**src/rtl/speed_seq_pkg.sv**
```systemverilog
// Shared types and helpers for the speed sequencer: FSM states, speed codes and
// the code-to-period mapping used to reload the rate divider.
package speed_seq_pkg;

  typedef enum logic [1:0] {
    IDLE,
    LOAD,
    RUN,
    FINISH
  } state_t;

  localparam logic [1:0] SPD_FULL = 2'b00;
  localparam logic [1:0] SPD_1HZ  = 2'b01;
  localparam logic [1:0] SPD_HALF = 2'b10;
  localparam logic [1:0] SPD_QTR  = 2'b11;

  // Tick period in clock cycles; callers subtract one for the divider reload value.
  function automatic int unsigned period(input logic [1:0] code, input int unsigned freq);
    case (code)
      SPD_FULL: return 1;
      SPD_1HZ:  return freq;
      SPD_HALF: return 2 * freq;
      default:  return 4 * freq;
    endcase
  endfunction

endpackage

```
**src/rtl/rate_tick.sv**
```systemverilog
// Loadable down-counter that emits a tick whenever it reaches zero while running,
// then reloads itself with the last loaded value.
module rate_tick #(
  parameter int W = 4
) (
  input  logic         ClockIn,
  input  logic         Reset,
  input  logic         Load,
  input  logic [W-1:0] LoadValue,
  input  logic         Run,
  output logic         Tick
);

  logic [W-1:0] count_q, count_d;
  logic [W-1:0] reload_q, reload_d;

  always_comb begin
    count_d  = count_q;
    reload_d = reload_q;
    if (Load) begin
      count_d  = LoadValue;
      reload_d = LoadValue;
    end else if (Run) begin
      count_d = (count_q == '0) ? reload_q : count_q - W'(1);
    end
  end

  always_ff @(posedge ClockIn or posedge Reset) begin
    if (Reset) begin
      count_q  <= '0;
      reload_q <= '0;
    end else begin
      count_q  <= count_d;
      reload_q <= reload_d;
    end
  end

  assign Tick = Run && (count_q == '0);

endmodule

```
**src/rtl/speed_sequencer.sv**
```systemverilog
// Steps through a small program of (speed, dwell) pairs, producing an Enable tick at
// the active rate and counting those ticks into a 4-bit display counter.
module speed_sequencer
  import speed_seq_pkg::*;
#(
  parameter int CLOCK_FREQUENCY = 500,
  parameter int STEPS           = 4,
  parameter int DWELL_W         = 4,
  localparam int StepW          = (STEPS > 1) ? $clog2(STEPS) : 1
) (
  input  logic                       ClockIn,
  input  logic                       Reset,
  input  logic                       Start,
  input  logic                       Halt,
  input  logic                       Loop,
  input  logic [2*STEPS-1:0]         ProgSpeed,
  input  logic [DWELL_W*STEPS-1:0]   ProgDwell,
  output logic [1:0]                 Speed,
  output logic                       Enable,
  output logic [StepW-1:0]           Step,
  output logic                       Busy,
  output logic                       Done,
  output logic [3:0]                 CounterValue
);

  localparam int DivW = $clog2(4 * CLOCK_FREQUENCY);
  localparam logic [StepW-1:0] LastStep = StepW'(STEPS - 1);

  state_t               state_q, state_d;
  logic [StepW-1:0]     step_q, step_d;
  logic [1:0]           speed_q, speed_d;
  logic [DWELL_W-1:0]   dwell_q, dwell_d;
  logic [3:0]           cnt_q, cnt_d;
  logic                 busy_q, done_q;

  int unsigned          stepIdx;
  logic [1:0]           curSpeed;
  logic [DWELL_W-1:0]   curDwell;
  logic [DivW-1:0]      reloadValue;
  logic                 divLoad;
  logic                 tick;
  logic                 advance;

  assign stepIdx     = 32'(step_q);
  assign curSpeed    = ProgSpeed[2*stepIdx +: 2];
  assign curDwell    = ProgDwell[DWELL_W*stepIdx +: DWELL_W];
  assign reloadValue = DivW'(period(curSpeed, CLOCK_FREQUENCY) - 1);

  rate_tick #(.W(DivW)) u_rate_tick (
    .ClockIn  (ClockIn),
    .Reset    (Reset),
    .Load     (divLoad),
    .LoadValue(reloadValue),
    .Run      (state_q == RUN),
    .Tick     (tick)
  );

  // Halt wins over everything outside IDLE; skipped steps and finished dwells share
  // one advance path so looping and end-of-program behave identically from LOAD or RUN.
  always_comb begin
    state_d = state_q;
    step_d  = step_q;
    speed_d = speed_q;
    dwell_d = dwell_q;
    cnt_d   = cnt_q;
    divLoad = 1'b0;
    advance = 1'b0;
    case (state_q)
      IDLE: begin
        if (Start && !Halt) begin
          state_d = LOAD;
          step_d  = '0;
        end
      end
      LOAD: begin
        if (Halt) begin
          state_d = IDLE;
        end else begin
          speed_d = curSpeed;
          divLoad = 1'b1;
          dwell_d = curDwell;
          if (curDwell == '0) advance = 1'b1;
          else                state_d = RUN;
        end
      end
      RUN: begin
        if (Halt) begin
          state_d = IDLE;
        end else if (tick) begin
          cnt_d   = cnt_q + 4'd1;
          dwell_d = dwell_q - DWELL_W'(1);
          if (dwell_q <= DWELL_W'(1)) advance = 1'b1;
        end
      end
      FINISH: state_d = IDLE;
      default: state_d = IDLE;
    endcase
    if (advance) begin
      if (step_q < LastStep) begin
        step_d  = step_q + StepW'(1);
        state_d = LOAD;
      end else if (Loop) begin
        step_d  = '0;
        state_d = LOAD;
      end else begin
        state_d = FINISH;
      end
    end
  end

  always_ff @(posedge ClockIn or posedge Reset) begin
    if (Reset) begin
      state_q <= IDLE;
      step_q  <= '0;
      speed_q <= '0;
      dwell_q <= '0;
      cnt_q   <= '0;
      busy_q  <= 1'b0;
      done_q  <= 1'b0;
    end else begin
      state_q <= state_d;
      step_q  <= step_d;
      speed_q <= speed_d;
      dwell_q <= dwell_d;
      cnt_q   <= cnt_d;
      busy_q  <= (state_d == LOAD) || (state_d == RUN);
      done_q  <= (state_d == FINISH);
    end
  end

  assign Speed        = speed_q;
  assign Enable       = tick;
  assign Step         = step_q;
  assign Busy         = busy_q;
  assign Done         = done_q;
  assign CounterValue = cnt_q;

endmodule

```
**config.mk**
```make
export PLATFORM = sky130hd
export DESIGN_NAME = speed_sequencer
export DESIGN_NICKNAME = d
export VERILOG_FILES = /design/src/rtl/speed_seq_pkg.sv /design/src/rtl/rate_tick.sv /design/src/rtl/speed_sequencer.sv
export SDC_FILE = /design/constraint.sdc
export NUM_CORES = 1
export LEC_CHECK = 0
export CAP_MARGIN = 10
export CORE_MARGIN = 2
export CORE_UTILIZATION = 45
export DETAILED_ROUTE_END_ITERATION = 8
export HOLD_SLACK_MARGIN = 0.03
export PLACE_DENSITY = 0.7
export SYNTH_ARGS = -nofsm -noshare
export SYNTH_HDL_FRONTEND = slang
export SYNTH_HIERARCHICAL = 1
export SYNTH_SLANG_ARGS = --single-unit
```
**constraint.sdc**
```tcl
create_clock -name ClockIn -period 5.45 [get_ports ClockIn]
set_input_delay 1.09 -clock ClockIn [delete_from_list [all_inputs] [get_ports ClockIn]]
set_output_delay 1.09 -clock ClockIn [all_outputs]
set_load 0.05 [all_outputs]
```
---- After elaboration in Yosys (flattened, before gate mapping) ----
Index checks and enable logic that the tools add are counted.
W data, S select, Z words.
operators by class
  reduce and logical (&&, ||, !) cells .... 13
  shift operators ......................... 2
  div/mod/pow operators ................... 0
  multiplexer cells ....................... 29
  multiply operators ...................... 0
  add/sub/neg operators ................... 5
  order comparisons ....................... 2
  eq/ne operators ......................... 11
  bitwise gates (word level) .............. 1
operator list
  cell                     count
  $mux W11                 3
  $pmux W11 S3             1
  $mux W2                  12
  $sub A11 B1 Y11 const B  2
  $shiftx A16 B5 Y4        1
  $mux W4                  3
  $logic_not A11 Y1        1
  $eq A2 B2 Y1 const B     5
  $pmux W2 S4              1
  $pmux W4 S2              1
  $shiftx A8 B4 Y2         1
  $mux W1                  7
  $eq A2 B1 Y1 const B     3
  $ne A2 B2 Y1 const B     3
  $add A4 B1 Y4 const B    1
  $le A4 B1 Y1 const B     1
  $logic_not A2 Y1         2
  $logic_not A4 Y1         1
  $reduce_and A4 Y1        1
  $reduce_bool A2 Y1       2
  $sub A4 B1 Y4 const B    1
  $reduce_and A3 Y1        1
  $add A2 B1 Y2 const B    1
  $logic_and A1 B1 Y1      2
  6 further kinds          6
word-level totals
  bits in read-only memories .............. 0
  logic and storage cells ................. 72
  memories kept ........................... 0
  bits in latches ......................... 0
  output and inout bits ................... 11
  input port bits ......................... 29
  bits in writable memories ............... 0
  register bits after elaboration ......... 38

---- Longest topological paths before layout ----
  depth in word-level cells ............... 8
  mapped depth ............................ 11
  mapped depth without buffers ............ 10

---- Cells and area by module ----
The synthesis kept the hierarchy.
by module, submodules not included
  module           seq. area each (sq um)  instances  area each (sq um)  cells each
  rate_tick        550.5                   1          1260.0             124
  speed_sequencer  400.4                   1          1166.1             112

---- Least setup slack after synthesis ----
OpenSTA, ideal clock, no wires.
  path type ............................... reg2reg
  start point ............................. register u_rate_tick.count_q[4]
  end point ............................... register busy_q (netlist: Busy)
  period minus slack after synthesis ...... 3148 ps
  setup slack ............................. 2302 ps
  library setup time ...................... 126 ps
  cell stages (with the launch flop) ...... 11
  path buffers ............................ 1
  arrival ................................. 3022 ps
  required time ........................... 5324 ps
  cell sequence ........................... dfrtp_1 -> nor4_4 -> nand4b_2 -> buf_6 -> nor2_1 -> and3b_1 -> o2111ai_1 -> o21a_4 -> a21oi_4 -> a21oi_1 -> ha_1
on the way
  longest elaborated chain between the ends .. 8
  elaborated cells between the ends (all ways) .. 9
  those cells by class .................... eq/ne (2); mux (4); reduce/logical (3)
ends and longest elaborated chain
  item                                          line                    RTL
  start: declaration                            rate_tick.sv:14         logic [W-1:0] count_q, count_d;
  start signal: assignment                      rate_tick.sv:33         count_q <= count_d;
  $logic_not A11 Y1 *                           rate_tick.sv:38         assign Tick = Run && (count_q == '0);
  $logic_and A1 B1 Y1 *                         rate_tick.sv:38
  net Enable                                    speed_sequencer.sv:19   output logic Enable,
  $mux W1 *                                     speed_sequencer.sv:89   end else if (tick) begin
  $mux W1 *                                     speed_sequencer.sv:87   if (Halt) begin
  $pmux W1 S2 *                                 speed_sequencer.sv:68   case (state_q)
  $mux W2 *                                     speed_sequencer.sv:98   if (advance) begin
  $eq A2 B1 Y1 or $eq A2 B2 Y1 (tied branches)  speed_sequencer.sv:126  busy_q <= (state_d == LOAD) || (state_d == RUN);
  $logic_or A1 B1 Y1 *                          speed_sequencer.sv:126
  end signal: assignment                        speed_sequencer.sv:126
  end: declaration                              speed_sequencer.sv:34   logic busy_q, done_q;
The timed path passes the listed nets; every way through them passes the cells marked *.
A chain may end at the register's enable or synchronous reset.

---- Final worst setup path ----
  start point ............................. register u_rate_tick.count_q[4]
  end point ............................... output port Enable
on the way
  longest elaborated chain between the ends .. 2
ends and longest elaborated chain
  item                 line
  $logic_not A11 Y1    rate_tick.sv:38
  $logic_and A1 B1 Y1  rate_tick.sv:38
  end: declaration     speed_sequencer.sv:19
No other way between the ends.

==> reports/metrics.yaml <==
floorplan:
  die_w_um: 77.4
  dieArea_um2: 5990
  initial_core_util_pct: 47.2
  core-area_um2: 5140
  num_rows: 26
  io_pins: 40
  die_y_um: 77.4
pwr:
  p_leak_nw: 1.31
  p_sw_share_pct: 41.5
  power_mw: 1.29
  power-per-cell-area_nw_per_um2: 438
  ir_worst_vdd_uv: 242
  p_int_mw: 0.758
  p_switching_mw: 0.537
  p_clk_share_pct: 15.5
  combPwrFrac_pct: 45.8
  p_seq_share_pct: 38.6
logic_synthesis:
  synthCells: 236
  synth_fp_nets: 282
  ys.flop_type: "dfrtp_1"
  avgSynthCellArea_um2: 10.3
  yosysWarnings: 6
  ys_seq_area_share_pct: 39.2
  synth_top_area_cell: "dfrtp_1"
  synthXorXnorAreaFrac_pct: 2.53
  ys_async_sr_fraction_pct: 100
  netlist_top_cells_area: "dfrtp_1 (39%), ha_1 (8.8%), mux2_2 (3.7%)"
  synth_top_cell_area_share_pct: 39.2
  synth.mux.area_fraction_pct: 12.2
  synthTopCellsByCount: "dfrtp_1 (38), inv_1 (22), nand2_1 (19), ha_1 (17), nor2_1 (15)"
  yosys.area_share.simple_pct: 15.2
  synth_edf_count: 0
  synth_top_family_by_area: "compound AO/OA/AOI/OAI gates"
  syn_area_um2: 2430
  synthAdderAreaFrac_pct: 8.77
  ys_ff_latch: 38
  yosysUniqueCellTypes: 55
  synth_compound_area_share_pct: 16.7
  synth.most_common_cell: "dfrtp_1"
worst_setup_path:
  cp.required_ns: 4.36
  timing.critical_path.arrival_ns: 2.88
  cp_max_fo: 12
  critPathMaxStageDelay_ns: 0.85
  path_cells: "nor4_4 > nand4b_2 > nor2_1 > clkdlybuf4s50_1"
  crit_family: "simple AND/OR/NAND/NOR gates"
  worstSetupPathType: "reg2out"
  cp-end-kind: "output port"
  cp-start-kind: "flop"
  slowest_stage: "clkdlybuf4s50_1"
  crit_buf_inv: 1
status:
  run_status: "finished clean"
placement:
  io_buffers: 39
  place_congestion: 0.823
  place_hpwl_um: 3610
clock_network:
  cts_resized: 0
  cts.htree.levels: 2
  clockRootBuffer: "clkbuf_8"
  clkTransAtPathRegs_ns: 0.08
  clock_latency_ns: 0.29
  ctsHoldBuffers: 0
  cts.sinks: 38
  tritoncts: "done"
  cts_buffers: 5
  post_cts_buffers: 0
  cts.path.max_buffers: 2
timing:
  slew_headroom_pct: 37.4
  fmax_ghz: 0.252
  fin_worst_skew_ns: 0.00892
  fin_crit_ns: 3.97
  period_share_pct: 72.9
  setup_violations: 0
  hold_viol: 0
  rsz0062_at_grt: "no"
  drv_slew: 0
  finalSetupTns_ns: 0
  tightest_slew_ns: 0.938
detailed_routing:
  drt-total-wl_um: 4850
  post-route-drc-count: 0
  routed_via_density: 5.45
  wire_per_inst_um: 14.1
  vias: 1879
  drtIter0Drc: 77
  ant_nets: 0
  dr.pass1.iters: 4
global_routing:
  antenna_found_initial: 0
  grt_pass1_wl_um: 8470
  grt_usage_pct: 17.7
  grt_max_degree: 34
  first_global_vias: 1855
  grt_overflow_total: 0
finish:
  register_area_um2: 951
  nets: 320
  drive_gt1_share_pct: 10.5
  antenna_cells: 0
  multi_input_area_um2: 1340
  syn_to_final_growth_pct: 21.7
  nFillCells: 465
hold_path:
  hp-class: "reg2reg"
job:
  cap_violations: 0
## cells in the final DEF (no fill, tap or decap), drive strengths merged, types with 6 or more instances in the layout
cell type	instances
a21oi	15
clkbuf	7
clkdlybuf4s50	39
dfrtp	38
ha	17
inv	22
mux2	8
mux2i	6
mux4	6
nand2	19
nor2	15
o21ai	17
## routing by layer
metal  vias to the layer above  wire, um  track usage [%]
li1                        932         -                -
met1                       895      2320             23.4
met2                        47      2250             28.0
met3                         5       216             4.19
met4                         0        67             7.32
met5                         -         0                0
## cells by family after synthesis
logic type / Yosys count
multiplexers: 20
XOR/XNOR: 7
buffers and inverters: 31
adder cells (fa/ha/maj): 17
flip-flops: 38
AO/OA/AOI/OAI: 58
AND/OR/NAND/NOR: 65
## path summary, 6_finish.rpt
path                                                      endpoint  cells after the start                                from  slack [ns]
worst max-delay path                                        Enable                      4  u_rate_tick/count_q[4]$_DFFE_PP0P_        1.48
worst min-delay path                   CounterValue[3]$_DFFE_PP0P_                      1         CounterValue[3]$_DFFE_PP0P_        0.48
worst max register to register                      Busy$_DFF_PP0_                      9  u_rate_tick/count_q[4]$_DFFE_PP0P_        2.43
worst min register to register         CounterValue[3]$_DFFE_PP0P_                      1         CounterValue[3]$_DFFE_PP0P_        0.48
max in group asynchronous       u_rate_tick/count_q[3]$_DFFE_PP0P_                      2                               Reset        3.60
min in group asynchronous              CounterValue[3]$_DFFE_PP0P_                      2                               Reset        1.20
## sequential cells by signal, summed over array words and instances (netlist names)
signal                flops
Busy                      1
CounterValue              4
Done                      1
Speed                     2
Step                      2
dwell_q                   4
state_q                   2
u_rate_tick/count_q      11
u_rate_tick/reload_q     11
## final cells by class
type                       count  area share, %
multi-input combinational    167           45.5
sequential                    38           32.2
timing repair buffer          40           13.5
tap                           70           2.97
clock buffer                   7           2.92
inverter                      22           2.80
clock inverter                 1          0.169
## worst reg2reg max path, cell delays in order (launching register included)
cell       delay, ns
dfrtp_1         0.45
nor4_4          0.51
nand4b_2        0.47
nor2_1          0.32
and3b_1         0.30
o2111ai_1       0.16
o21a_4          0.18
a21oi_4         0.16
a21oi_1         0.07
ha_1            0.29
## stage by stage
stage | instances | hold WS [ns] | cell area, um2 | setup WS, ns | utilization, %
floorplan | 236 | 0.462 | 2430 | 2.30 | -
global placement | 337 | 0.463 | 2860 | 1.80 | 55.7
detailed placement | 337 | 0.469 | 2860 | 1.76 | 55.7
CTS | 345 | 0.482 | 2950 | 1.44 | 57.4
global route | 345 | 0.515 | 2950 | 1.29 | 57.4
finish | 345 | 0.482 | 2950 | 1.48 | 57.4
## power by group through the flow
stage | registers (mW) | clock network [mW] | logic (mW)
2_1_floorplan | 0.517 | 0 | 0.428
5_1_grt | 0.516 | 0.219 | 0.666
3_3_place_gp | 0.503 | 0 | 0.583
3_5_place_dp | 0.504 | 0 | 0.591
6_report | 0.500 | 0.201 | 0.593
4_1_cts | 0.500 | 0.208 | 0.597
Power figures use the tool's default switching activity.
